### src/rtl/spi_dac_rx_if.sv
// SPI pin bundle between the DAC-frame master and the DAC emulator.
// Ports: spi_sck, spi_sdi, spi_dac_cs (master->slave), spi_sdo (echo).
interface spi_dac_rx_if;
  logic spi_sck;
  logic spi_sdi;
  logic spi_dac_cs;
  logic spi_sdo;

  modport master (
    output spi_sck,
    output spi_sdi,
    output spi_dac_cs,
    input  spi_sdo
  );

  modport slave (
    input  spi_sck,
    input  spi_sdi,
    input  spi_dac_cs,
    output spi_sdo
  );
endinterface

### src/rtl/spi_dac_rx.sv
// Quad 12-bit DAC emulator: SPI frame receiver with input/DAC registers.
// Ports: clk, reset_n, spi (slave), dac_[a-d]_out, upd_stb, frame_err.
module spi_dac_rx #(
  parameter int DSZ  = 12,
  parameter int SYNC = 2
) (
  input  logic           clk,
  input  logic           reset_n,
  spi_dac_rx_if.slave    spi,
  output logic [DSZ-1:0] dac_a_out,
  output logic [DSZ-1:0] dac_b_out,
  output logic [DSZ-1:0] dac_c_out,
  output logic [DSZ-1:0] dac_d_out,
  output logic           upd_stb,
  output logic           frame_err
);

  typedef enum logic [1:0] {
    IDLE,
    SHIFT,
    DECODE
  } state_t;

  state_t state;

  logic [SYNC-1:0] sck_sy;
  logic [SYNC-1:0] sdi_sy;
  logic [SYNC-1:0] cs_sy;
  logic            sck_q;
  logic            cs_q;

  logic            sck_s;
  logic            sdi_s;
  logic            cs_s;
  logic            sck_rise;
  logic            sck_fall;
  logic            cs_rise;
  logic            cs_fall;

  logic [5:0]      cnt;
  logic [31:0]     rx;
  logic [31:0]     tx;
  logic [31:0]     echo;

  logic [3:0][DSZ-1:0] in_r;
  logic [3:0][DSZ-1:0] dac_r;
  logic [3:0][DSZ-1:0] in_nxt;
  logic [3:0][DSZ-1:0] dac_nxt;

  logic [3:0]      cmd;
  logic [3:0]      adr;
  logic [DSZ-1:0]  dat;
  logic [3:0]      sel;
  logic [3:0]      ld;
  logic            wr;

  assign sck_s = sck_sy[SYNC-1];
  assign sdi_s = sdi_sy[SYNC-1];
  assign cs_s  = cs_sy[SYNC-1];

  assign sck_rise = sck_s & ~sck_q;
  assign sck_fall = ~sck_s & sck_q;
  assign cs_rise  = cs_s & ~cs_q;
  assign cs_fall  = ~cs_s & cs_q;

  assign cmd = rx[23:20];
  assign adr = rx[19:16];
  assign dat = rx[4 +: DSZ];

  // Channel select, then per-command input write and DAC load masks.
  // Command 2 loads every DAC from the already-updated input registers.
  always_comb begin
    sel = '0;
    unique case (1'b1)
      (adr < 4'd4):  sel = 4'b0001 << adr[1:0];
      (adr == 4'hF): sel = 4'hF;
      default:       sel = '0;
    endcase

    wr = 1'b0;
    ld = '0;
    unique case (1'b1)
      (cmd == 4'h0): wr = 1'b1;
      (cmd == 4'h1): ld = sel;
      (cmd == 4'h2): begin
        wr = 1'b1;
        ld = {4{|sel}};
      end
      (cmd == 4'h3): begin
        wr = 1'b1;
        ld = sel;
      end
      default: ;
    endcase

    in_nxt  = in_r;
    dac_nxt = dac_r;
    for (int i = 0; i < 4; i++) begin
      if (wr && sel[i])
        in_nxt[i] = dat;
      if (ld[i])
        dac_nxt[i] = in_nxt[i];
    end
  end

  // Sync regs reset to 0, so a cs held low through reset release
  // never looks like a falling edge.
  always_ff @(posedge clk or negedge reset_n) begin
    if (!reset_n) begin
      sck_sy    <= '0;
      sdi_sy    <= '0;
      cs_sy     <= '0;
      sck_q     <= 1'b0;
      cs_q      <= 1'b0;
      state     <= IDLE;
      cnt       <= '0;
      rx        <= '0;
      tx        <= '0;
      echo      <= '0;
      in_r      <= '0;
      dac_r     <= '0;
      upd_stb   <= 1'b0;
      frame_err <= 1'b0;
    end else begin
      sck_sy    <= {sck_sy[SYNC-2:0], spi.spi_sck};
      sdi_sy    <= {sdi_sy[SYNC-2:0], spi.spi_sdi};
      cs_sy     <= {cs_sy[SYNC-2:0], spi.spi_dac_cs};
      sck_q     <= sck_s;
      cs_q      <= cs_s;
      upd_stb   <= 1'b0;
      frame_err <= 1'b0;

      case (state)
        IDLE: begin
          if (cs_fall) begin
            cnt   <= '0;
            tx    <= echo;
            state <= SHIFT;
          end
        end

        SHIFT: begin
          if (sck_rise) begin
            rx <= {rx[30:0], sdi_s};
            if (cnt != 6'd63)
              cnt <= cnt + 6'd1;
          end
          if (sck_fall)
            tx <= {tx[30:0], 1'b0};
          if (cs_rise)
            state <= DECODE;
        end

        DECODE: begin
          if (cnt == 6'd32) begin
            in_r    <= in_nxt;
            dac_r   <= dac_nxt;
            upd_stb <= |ld;
            echo    <= rx;
          end else begin
            frame_err <= 1'b1;
          end
          state <= IDLE;
        end

        default: state <= IDLE;
      endcase
    end
  end

  // Echo only drives while a frame is being shifted.
  assign spi.spi_sdo = (state == SHIFT) & tx[31];

  assign dac_a_out = dac_r[0];
  assign dac_b_out = dac_r[1];
  assign dac_c_out = dac_r[2];
  assign dac_d_out = dac_r[3];

endmodule

### src/flat_wrapper.sv
// flat-port wrapper written by rule: the top's interface ports become plain ports
module spi_dac_rx_flat 
#(
  parameter int DSZ  = 12,
  parameter int SYNC = 2
)
  (clk, reset_n, dac_a_out, dac_b_out, dac_c_out, dac_d_out, upd_stb, frame_err, spi_spi_sck, spi_spi_sdi, spi_spi_dac_cs, spi_spi_sdo);
  spi_dac_rx_if spi_i ();
  input  logic clk;
  input  logic reset_n;
  output logic [DSZ-1:0] dac_a_out;
  output logic [DSZ-1:0] dac_b_out;
  output logic [DSZ-1:0] dac_c_out;
  output logic [DSZ-1:0] dac_d_out;
  output logic upd_stb;
  output logic frame_err;
  input wire logic [$bits(spi_i.spi_sck)-1:0] spi_spi_sck;
  input wire logic [$bits(spi_i.spi_sdi)-1:0] spi_spi_sdi;
  input wire logic [$bits(spi_i.spi_dac_cs)-1:0] spi_spi_dac_cs;
  output wire logic [$bits(spi_i.spi_sdo)-1:0] spi_spi_sdo;
  assign spi_i.spi_sck = spi_spi_sck;
  assign spi_i.spi_sdi = spi_spi_sdi;
  assign spi_i.spi_dac_cs = spi_spi_dac_cs;
  assign spi_spi_sdo = spi_i.spi_sdo;
  spi_dac_rx #(.DSZ(DSZ), .SYNC(SYNC)) u_core (.clk(clk), .reset_n(reset_n), .spi(spi_i), .dac_a_out(dac_a_out), .dac_b_out(dac_b_out), .dac_c_out(dac_c_out), .dac_d_out(dac_d_out), .upd_stb(upd_stb), .frame_err(frame_err));
endmodule
### config.mk
export PLATFORM = sky130hd
export DESIGN_NAME = spi_dac_rx_flat
export DESIGN_NICKNAME = d
export VERILOG_FILES = /design/src/rtl/spi_dac_rx_if.sv /design/src/rtl/spi_dac_rx.sv /design/src/flat_wrapper.sv
export SDC_FILE = /design/constraint.sdc
export NUM_CORES = 1
export LEC_CHECK = 0
export ABC_AREA = 1
export CORE_MARGIN = 8
export CORE_UTILIZATION = 55
export DETAILED_ROUTE_END_ITERATION = 10
export PLACE_DENSITY = 0.86
export SYNTH_ARGS = -nofsm -noshare
export SYNTH_HDL_FRONTEND = slang
export SYNTH_SLANG_ARGS = --single-unit
### constraint.sdc
create_clock -name clk -period 2.2 [get_ports clk]
set_input_delay 0.55 -clock clk [delete_from_list [all_inputs] [get_ports clk]]
set_output_delay 0.55 -clock clk [all_outputs]
set_load 0.005 [all_outputs]
==> results.txt <==
----------------------------------------------------
[Placement]
  Count of buffers from port buffering ... 55
  Detail Placement HPWL ... 12.83 mm
  Routability congestion estimate from global placement ... 0.8080

[Drt]
  Number of iterations in the first detailed-routing pass ... 5
  Total number of vias ... 7578
  Final ANT Viol Nets ... 0
  Routed WL per cell ... 15.03 um
  Total wire length after detailed routing ... 21.13 mm
  Violation count after the first detailed-route iteration ... 812
  Via-to-Cell Ratio ... 5.390
  Number of DRC violations after detailed routing ... 0

[Clock network]
  Clock tree from TritonCTS ... built
  Root Driver ... sky130_fd_sc_hd__clkbuf_16
  TritonCTS Sinks ... 210
  Worst skew pair latency ... 500 ps
  Clock slew seen by the registers of the worst setup and hold paths ... 60 ps
  Count of H-tree levels built during CTS ... 1
  Post-CTS setup repair buffer count ... 0
  Inserted Clock Buffers ... 22
  Number of buffers between clock root and the deepest sink ... 3

[STA]
  Fmax ... 0.5038 GHz
  Number of endpoints failing setup at the final stage ... 0
  Max Transition Viols Final ... 0
  Transition at the pin with the smallest max-transition slack ... 578.7 ps
  Crit path time final ... 1985 ps
  Final Hold Vio Count ... 0
  RSZ-0062 raised after global routing ... no
  Tightest slew margin relative to the limit ... 0.6142
  Final-layout setup total negative slack ... 0 ps
  Setup clock skew after layout ... 8.084 ps
  Tcrit/Tclk final ... 0.9023

[Floorplanning]
  Core Region ... 0.01652 mm^2
  Die Height ... 145.8 um
  Num ports ... 56
  Width of the chip ... 145.8 um
  Starting density of the core ... 0.5609
  Die outline area ... 0.02126 mm^2
  Site row count ... 47

[Synthesis]
  Share of synthesized registers carrying an async set or reset ... 1.000
  Most frequent cell after synthesis ... sky130_fd_sc_hd__nand2_1
  Cell taking the most area after synthesis ... sky130_fd_sc_hd__dfrtp_1
  Simple logic cell fraction of the synthesized area ... 0.2765
  Mapped Nets ... 1142
  Main area contributors after synthesis ... sky130_fd_sc_hd__dfrtp_1 (57%), sky130_fd_sc_hd__nand2_1 (21%), sky130_fd_sc_hd__o21ai_0 (7.0%)
  Netlist area before placement ... 0.009269 mm^2
  Number of enable flip-flop cells after synthesis ... 0
  Number of standard cells after synthesis ... 1135
  Synthesized-area fraction occupied by adder cells ... 0.002700
  Flip-flop cell with the highest count after synthesis ... sky130_fd_sc_hd__dfrtp_1
  Number of different library cells in the post-synthesis netlist ... 24
  Seq/Total Area, Yosys ... 0.5670
  Fraction of synthesized area in multiplexers ... 0
  Largest family of logic cells by synthesized area ... simple AND/OR/NAND/NOR gates
  Xor/xnor share of the synthesized area ... 0.0009449
  Post-Synthesis Mean Instance Area ... 8.166 um^2
  Compound-gate portion of the synthesized area ... 0.07654
  Area share of the leading cell type in the synthesized netlist ... 0.5670
  YS warnings ... 0
  Most instantiated cells after synthesis ... sky130_fd_sc_hd__nand2_1 (521), sky130_fd_sc_hd__dfrtp_1 (210), sky130_fd_sc_hd__o21ai_0 (129)
  Seq cells post-synth ... 210

[Finish]
  Fraction of layout instances using a drive strength above 1 ... 0.06577
  Antenna diode count ... 0
  Number of nets in the final layout ... 1177
  Area growth from synthesis to layout ... 15.15%
  Count of filler cells inserted in the layout ... 1274
  Post-layout util ... 0.6459

[Hold path]
  Path category of the worst min-delay check ... flip-flop to flip-flop

[Pwr]
  Power per Cell Area ... 787.4 mW/mm^2
  Largest vdd supply drop ... 597.5 uV
  Leakage component of the power ... 5.454 nW

[GRT]
  Vias in the first global route ... 7475
  Pin count of the biggest net entering global routing ... 113
  Number of antenna violations at the first check in global routing ... 0
  Leftover overflow at the end of global routing ... 0
  Wire length of the first global-routing pass ... 36.20 mm
  Overall routing resource usage ... 0.2008

[Status]
  Run status ... complete, no violations

[Setup path]
  CP Class ... flip-flop to flip-flop
  Worst EP required ... 2640 ps
  Element type at the critical path end ... flip-flop
  Worst endpoint data arrival time ... 2420 ps
  Kind of launch point of the worst setup path ... flip-flop
  Critical Path Fanout Max ... 20

[Run]
  Number of maximum-capacitance constraint violations ... 0

----------------------------------------------------
[kinds of logic (layout without fill, tap and decap cells)]
logic type | after synthesis | after routing
XOR/XNOR | 1 | 1
flip-flops | 210 | 210
adder cells (fa/ha/maj) | 2 | 2
buffers and inverters | 145 | 196
AO/OA/AOI/OAI | 138 | 138
AND/OR/NAND/NOR | 639 | 639
[final timing paths]
kind | from | to | slack (ps) | cells after the start
worst max-delay path | u_core.cnt[0] | u_core.dac_c_out[3] | 220 | 10
worst min-delay path | u_core.sck_sy[0] | u_core.sck_sy[1] | 350 | 0
worst max register to register | u_core.cnt[0] | u_core.dac_c_out[3] | 220 | 10
worst min register to register | u_core.sck_sy[0] | u_core.sck_sy[1] | 350 | 0
max in group asynchronous | reset_n | u_core.in_r[3] | 1090 | 3
min in group asynchronous | reset_n | u_core.tx[30] | 480 | 2
[cell usage in the layout, fill, tap and decap left out, types with 2 or more instances in the layout]
master | netlist | final
sky130_fd_sc_hd__a21oi_1 | 2 | 2
sky130_fd_sc_hd__buf_12 | 0 | 5
sky130_fd_sc_hd__buf_4 | 11 | 11
sky130_fd_sc_hd__bufinv_16 | 0 | 2
sky130_fd_sc_hd__clkbuf_1 | 9 | 5
sky130_fd_sc_hd__clkbuf_16 | 0 | 23
sky130_fd_sc_hd__clkbuf_8 | 0 | 6
sky130_fd_sc_hd__clkdlybuf4s50_1 | 0 | 53
sky130_fd_sc_hd__clkinv_2 | 0 | 3
sky130_fd_sc_hd__dfrtp_1 | 210 | 210
sky130_fd_sc_hd__ha_1 | 2 | 2
sky130_fd_sc_hd__inv_1 | 78 | 78
sky130_fd_sc_hd__inv_2 | 5 | 5
sky130_fd_sc_hd__nand2_1 | 521 | 521
sky130_fd_sc_hd__nand2_2 | 12 | 11
sky130_fd_sc_hd__nand2_4 | 3 | 4
sky130_fd_sc_hd__nand3_1 | 80 | 80
sky130_fd_sc_hd__nor2_1 | 18 | 17
sky130_fd_sc_hd__nor2_2 | 3 | 3
sky130_fd_sc_hd__o21ai_0 | 129 | 129
sky130_fd_sc_hd__o21ai_1 | 5 | 5
[power breakdown]
group          switching (mW)  internal, mW  total [mW]
combinational           0.371         0.129       0.500
clock                    1.51          2.33        3.84
sequential              0.110          3.96        4.07
total                    1.99          6.41        8.40
[layer usage]
metal  vias up  part of all wire  GRT usage
li1       3600                 -          -
met1      3642              0.42     0.2657
met2       275              0.48     0.3233
met3        61             0.067    0.03327
met4         0             0.033    0.08225
met5         -                 0          0
[what timing repair did]
item / 4_1_cts / 5_1_grt
resized for setup: 0 / 1
hold buffers: 1 / 0
endpoints found under the hold margin: 17 / 0
setup endpoints to repair: 0 / 1
[final cells by class]
cell class	count	area (um^2)	share of cell area
inverters	84	317.8	0.02978
multi-input cells	780	3318	0.3109
clock buffers	33	663.1	0.06213
flip-flops and latches	210	5255	0.4924
well taps	220	275.3	0.02579
repair buffers	72	749.5	0.07022
clock inverters	7	93.84	0.008793
[through the flow]
step / worst slack, ps / hold slack (ps) / instances / cell area (um^2) / total power, mW
3_5_place_dp: 274.9 / 337.9 / 1365 / 9903 / 4.630
2_1_floorplan: 674.5 / 254.4 / 1135 / 9269 / 4.399
6_report: 215.0 / 348.5 / 1406 / 10670 / 8.403
4_1_cts: 2.410 / 350.2 / 1406 / 10670 / 8.446
5_1_grt: 61.45 / 352.4 / 1406 / 10670 / 8.692
3_3_place_gp: 357.8 / 335.8 / 1365 / 9903 / 4.596
[worst max-delay path, cell delays in order (launching register included)]
cell	delay, ps
sky130_fd_sc_hd__dfrtp_1	420
sky130_fd_sc_hd__inv_1	110
sky130_fd_sc_hd__ha_1	160
sky130_fd_sc_hd__nand3_1	100
sky130_fd_sc_hd__nor2_2	170
sky130_fd_sc_hd__nand2_4	90
sky130_fd_sc_hd__inv_4	220
sky130_fd_sc_hd__nand2_2	240
sky130_fd_sc_hd__inv_2	250
sky130_fd_sc_hd__nand2_1	90
sky130_fd_sc_hd__nand2_1	60
[state kept, by name, summed over array words and instances, names as in the netlist, 6 cells and up]
signal,cells
u_core.dac_b_out,12
u_core.dac_a_out,12
u_core.tx,32
u_core.in_r,48
u_core.cnt,6
u_core.dac_c_out,12
u_core.echo,32
u_core.rx,32
u_core.dac_d_out,12
(Power assumes the default switching activity.)
